File: src/rtl/quadrature_generator.sv
// Quadrature encoder emulator: turns step commands into a Gray-coded A/B
// pair and tracks a signed position alongside the emitted edges.
module quadrature_generator #(
  parameter int STEP_W = 16,
  parameter int DIV_W  = 16
) (
  input  logic              clk,
  input  logic              reset,
  input  logic              cmd_valid,
  output logic              cmd_ready,
  input  logic              cmd_dir,
  input  logic [STEP_W-1:0] cmd_steps,
  input  logic [DIV_W-1:0]  cmd_period,
  input  logic              abort,
  output logic              a,
  output logic              b,
  output logic              busy,
  output logic              done,
  output logic [31:0]       position
);

  typedef enum logic {
    IDLE,
    RUN
  } state_t;

  state_t state, state_nxt;

  logic              dir_q;
  logic [STEP_W-1:0] remaining;
  logic [DIV_W-1:0]  period_q;
  logic [DIV_W-1:0]  timer;
  logic [DIV_W-1:0]  period_eff;
  logic              accept;
  logic              step_en;
  logic              last_step;

  assign cmd_ready = (state == IDLE);
  assign busy      = (state == RUN);

  always_comb begin
    period_eff = cmd_period;
    if (cmd_period == '0)
      period_eff = DIV_W'(1);
  end

  always_comb begin
    state_nxt = state;
    accept    = 1'b0;
    step_en   = 1'b0;
    last_step = 1'b0;
    unique case (state)
      IDLE: begin
        if (cmd_valid) begin
          accept = 1'b1;
          if (cmd_steps != '0)
            state_nxt = RUN;
        end
      end
      RUN: begin
        // abort beats a coincident step
        if (abort) begin
          state_nxt = IDLE;
        end else if (timer == DIV_W'(1)) begin
          step_en = 1'b1;
          if (remaining == STEP_W'(1)) begin
            last_step = 1'b1;
            state_nxt = IDLE;
          end
        end
      end
    endcase
  end

  always_ff @(posedge clk or posedge reset) begin
    if (reset)
      state <= IDLE;
    else
      state <= state_nxt;
  end

  always_ff @(posedge clk or posedge reset) begin
    if (reset) begin
      dir_q     <= 1'b0;
      remaining <= '0;
      period_q  <= '0;
      timer     <= '0;
      a         <= 1'b0;
      b         <= 1'b0;
      position  <= '0;
      done      <= 1'b0;
    end else begin
      done <= 1'b0;
      if (accept) begin
        dir_q     <= cmd_dir;
        remaining <= cmd_steps;
        period_q  <= period_eff;
        timer     <= period_eff;
        done      <= (cmd_steps == '0);
      end else if (busy && !abort) begin
        if (step_en) begin
          timer     <= period_q;
          remaining <= remaining - STEP_W'(1);
          done      <= last_step;
          // forward walks 00,10,11,01; reverse walks it backwards
          if (dir_q) begin
            a        <= ~b;
            b        <= a;
            position <= position + 32'd1;
          end else begin
            a        <= b;
            b        <= ~a;
            position <= position - 32'd1;
          end
        end else begin
          timer <= timer - DIV_W'(1);
        end
      end
    end
  end

endmodule

File: config.mk
export PLATFORM = sky130hd
export DESIGN_NAME = quadrature_generator
export DESIGN_NICKNAME = d
export VERILOG_FILES = /design/src/rtl/quadrature_generator.sv
export SDC_FILE = /design/constraint.sdc
export NUM_CORES = 1
export LEC_CHECK = 0
export CAP_MARGIN = 20
export CORE_AREA = 2 2 115 117
export CTS_BUF_LIST = sky130_fd_sc_hd__clkbuf_16
export DETAILED_ROUTE_END_ITERATION = 8
export DIE_AREA = 0 0 117 119
export HOLD_SLACK_MARGIN = 0.08
export PLACE_DENSITY = 0.66
export SYNTH_ARGS = -nofsm -noshare
export SYNTH_HDL_FRONTEND = slang
export SYNTH_SLANG_ARGS = --single-unit
File: constraint.sdc
create_clock -name clk -period 4.6 [get_ports clk]
set_input_delay 0.92 -clock clk [delete_from_list [all_inputs] [get_ports clk]]
set_output_delay 0.92 -clock clk [all_outputs]
set_load 0.02 [all_outputs]
## After elaboration in Yosys (flattened, before gate mapping)

Index checks and enable logic that the tools add are counted.
Widths: inputs -> output; s select.

- Add/sub/neg operators: 4
- Equal/unequal tests: 2
- Multiplexer cells: 28
- Bitwise gates (word level): 4
- Reductions and logical operators: 9

Operators by type and width:

| kind | count |
|---|---|
| $mux 16 | 7 |
| $add 32x1->32 const B | 1 |
| $eq 16x1->1 const B | 2 |
| $logic_not 16->1 | 2 |
| $mux 32 | 1 |
| $sub 16x1->16 const B | 2 |
| $sub 32x1->32 const B | 1 |
| $mux 1 | 19 |
| $reduce_bool 16->1 | 1 |
| $not 1->1 | 4 |
| $reduce_bool 2->1 | 2 |
| $reduce_and 3->1 | 1 |
| $pmux 1 s2 | 1 |
| $reduce_and 2->1 | 1 |
| $logic_and 1x1->1 | 1 |
| $logic_not 1->1 | 1 |

- Register bits after elaboration: 85
- Output and inout port bits: 37
- Word-level logic and storage cells: 56

## Longest topological paths before layout

- Depth after elaboration: 8
- Depth in mapped cells: 12
- Mapped depth without buffers: 11

## Worst setup path before layout

No wires, ideal clock.

- Path kind: register to register
- From: register dir_q
- To: register position[31]
- Library setup time: 0.079 ns
- Data arrival time: 3.330 ns
- Required time: 4.521 ns
- Slack: 1.191 ns
- Stages on the path, launching flop included: 13
- Period minus slack after synthesis: 3.409 ns
- Path through: dfrtp_1 -> inv_1 -> ha_1 -> buf_6 -> a21o_1 -> a31oi_4 -> o221ai_2 -> o211ai_2 -> a31oi_1 -> a221o_1 -> or4_1 -> o2111ai_1 -> xor2_1

- Longest elaborated chain between the ends: 1

RTL lines:

| what | RTL line | RTL |
|---|---|---|
| start, declared | 29 | `logic dir_q;` |
| start signal, assigned | 95 | `dir_q <= cmd_dir;` |
| $mux 32 | 106 | `if (dir_q) begin` |
| end signal, assigned | 109 | `position <= position + 32'd1;` |
| end signal, assigned | 113 | `position <= position - 32'd1;` |
| end, declared | 19 | `output logic [31:0] position` |

Every way passes these cells.
A chain may end at the register's enable or synchronous reset.

## Worst setup path in the final report

Same ends and word-level chain as after synthesis.

==> results.yml <==
synth:
  synth_fp_nets: 743
  synth_fa_ha_area_frac: 0.0797
  synth_top_family_by_area: "compound AO/OA/AOI/OAI gates"
  ys_seq_area_frac: 0.381
  ys_dominant_reg_cell: "dfrtp_1"
  synthesis.area_sq_um: 5590
  muxShareOfSynthArea: 0
  synth_compound_area_frac: 0.235
  synth_cell_types: 58
  synth_edf_count: 0
  ys_seq_elements: 85
  avgSynthCellArea_sq_um: 8.33
  yosys.area_share.simple: 0.222
  synthTopCellsByCount: "nand2_1 (121), dfrtp_1 (85), o21ai_0 (66)"
  post_synth_main_area_contributors: "dfrtp_1 (38%), nand2_1 (8.1%), ha_1 (7.6%)"
  synthXorXnorAreaFrac: 0.0502
  synth_top_area_share: 0.381
  synthesis.instances: 671
  yosys.area.top_type: "dfrtp_1"
  yosys_warnings: 0
  ys_async_sr_fraction: 1.00
  synth_most_common_cell: "nand2_1"
placed_design:
  dp_hpwl_mm: 10.8
  io_buffer_count: 73
  pre_cts_ws_ns: 1.02
  placed_cell_area_sq_um: 6500
  gp_congestion: 0.928
global_route:
  grt-ovfl-total: 0
  grt_pass1_wl_mm: 25.1
  grt_max_degree: 44
  grt.met2_usage: 0.363
  antenna_found_initial: 0
  use_met1: 0.309
  use_met3: 0.0387
  grt_pass1_vias: 5092
  track_usage: 0.226
  grt.busiest_layer: "met2"
worst_setup_path:
  crit_fanout: 17
  rr_worst_depth: 11
  endpoint_kind: "flip-flop"
  critical_path.cell_chain: "inv_1 -> ha_1 -> and3_4 -> a22oi_1 -> o221ai_2 -> o211ai_2 -> a31oi_1 -> a221o_1 -> or4_1 -> o2111ai_1 -> xor2_1"
  critPathSlowestCell: "or4_1"
  required_ns: 4.88
  crit_path_start_kind: "flip-flop"
  crit_start: "dir_q$_DFFE_PP0P_"
  cpPeakStageDelay_ns: 0.49
  r2r-start: "dir_q$_DFFE_PP0P_"
  rrSetupSlack_ns: 1.03
  crit_type: "reg2reg"
  critPathArrivalTime_ns: 3.85
sta:
  setup_violations: 0
  fin_setup_tns_ns: 0
  worst_pin_slew_ns: 1.02
  worst_slack_ns: 1.03
  finClkSkew_ns: 0.00816
  post-route-period-util: 0.777
  slew_viol_final: 0
  fin_crit_ns: 3.57
  finalHoldViolations: 0
  slew_headroom: 0.316
  fmax_ghz: 0.280
  rsz0062_at_grt: "no"
floorplanning:
  die_area_sq_um: 13900
  num_io_pins: 74
  die_y_um: 119
  std_cell_rows: 42
  start_util: 0.434
  core_area_sq_um: 12900
  die_w_um: 117
min_path:
  hold_class: "reg2reg"
  worstHoldPathCells: 2
  min_from: "period_q[13]$_DFFE_PP0P_"
cells_and_area:
  diodes: 0
  layout-area-overhead-vs-synth_pct: 21.7
  drive_gt1_frac: 0.0555
  fin_nets: 806
  stdcell_area_sq_um: 6800
clock_tree:
  cts_hold_buf: 0
  ctsResizeCount: 0
  clockBufferDepth: 2
  cts_made_buffers: 9
  cts_tree: "done"
  cts.sinks: 85
  path_clk_slew_ns: 0.07
  insertion_delay_ns: 0.35
  cts_max_level: 3
  cts-root-buf: "clkbuf_16"
  cts_setup_buffers: 0
detailed_routing:
  viasPerCell: 5.69
  drt-total-wl_mm: 14.7
  drtIter0Drc: 314
  postRouteAntennaNets: 0
  drc_errors: 0
  routedWlPerCell_um: 16.0
  dr.pass1.iters: 5
  vias: 5204
status:
  outcome: "finished, final reports clean"
flow_run:
  max-cap-violations: 0
power:
  powerDensity_nw_per_um2: 353
  ir_drop_v: 0.000194
  leakage_nw: 3.06
-- metal layers --
| layer | wire, um | share of wire |
|---|---|---|
| met1 | 6650 | 0.45 |
| met2 | 7080 | 0.48 |
| met3 | 725 | 0.049 |
| met4 | 233 | 0.016 |
| met5 | 0 | 0 |
-- per-stage QoR --
stage	utilization	total power [mW]	cells	hold WS (ns)
2_1_floorplan	-	1.46	671	0.440
4_1_cts	0.528	2.42	915	0.474
5_1_grt	0.528	2.57	915	0.494
6_report	0.528	2.40	915	0.471
3_5_place_dp	0.505	1.66	899	0.458
3_3_place_gp	0.505	1.64	899	0.455
-- where the power goes --
| part | switching, mW | internal (mW) |
|---|---|---|
| clock | 0.324 | 0.425 |
| sequential | 0.0972 | 0.854 |
| combinational | 0.417 | 0.283 |
-- final timing paths --
path,endpoint
max in group asynchronous,remaining[4]$_DFFE_PP0P_
hold reg to reg,period_q[13]$_DFFE_PP0P_
min in group asynchronous,position[25]$_DFFE_PP0P_
setup / recovery,position[31]$_DFFE_PP0P_
hold / removal,period_q[13]$_DFFE_PP0P_
setup reg to reg,position[31]$_DFFE_PP0P_
-- area by class of cell --
type	count	area, sq um
clock inverter	7	73.8
timing repair buffer	85	821
fill	1211	6080
tap	176	220
sequential	85	2130
multi-input combinational	539	3280
clock buffer	9	225
inverter	14	53.8
-- worst max-delay path: cells and delay by family, from the launching register on --
kind,cells,cell delay [ns]
fa+ha+maj,1,0.41
buf+inv,1,0.46
xor+xnor,1,0.16
flops,1,0.46
simple gates,2,0.69
compound gates,6,1.30
-- cells in the final DEF, fill, tap and decap left out, types with 3 or more instances in the layout --
cell type | netlist | routed
o211ai_1 | 12 | 12
xnor2_1 | 16 | 16
clkdlybuf4s50_1 | 0 | 73
nor3_1 | 14 | 14
nand3_1 | 22 | 22
or3_1 | 7 | 7
inv_6 | 0 | 3
dfrtp_1 | 85 | 85
a21boi_0 | 4 | 4
o21a_1 | 4 | 4
a221o_1 | 9 | 9
a21oi_1 | 47 | 47
nand4_1 | 11 | 11
nand2b_1 | 7 | 7
and3_1 | 4 | 4
nor4_1 | 15 | 15
o31ai_1 | 3 | 3
a22oi_1 | 3 | 3
or4_1 | 5 | 5
nor2_1 | 50 | 50
o221ai_1 | 4 | 4
o22ai_1 | 3 | 3
buf_4 | 0 | 12
xor2_1 | 16 | 16
ha_1 | 34 | 34
o21ai_0 | 66 | 66
a211oi_1 | 6 | 6
nand2_1 | 121 | 121
a21o_1 | 18 | 18
clkbuf_16 | 0 | 9
a31oi_1 | 6 | 6
inv_1 | 14 | 14
-- sequential cells by signal, indices dropped and copies added, names as in the netlist --
register and flops:
b 1, remaining 16, dir_q 1, timer 16, busy 1, period_q 16, done 1, a 1
position 32
-- kinds of logic after synthesis --
logic type                 after synthesis
AOI/OAI and AO/OA                      204
buffers and inverters                   47
adders and majority gates               35
xor gates and xnor gates                32
DFF                                     85
and+or+nand+nor                        268
(Power assumes the default switching activity.)
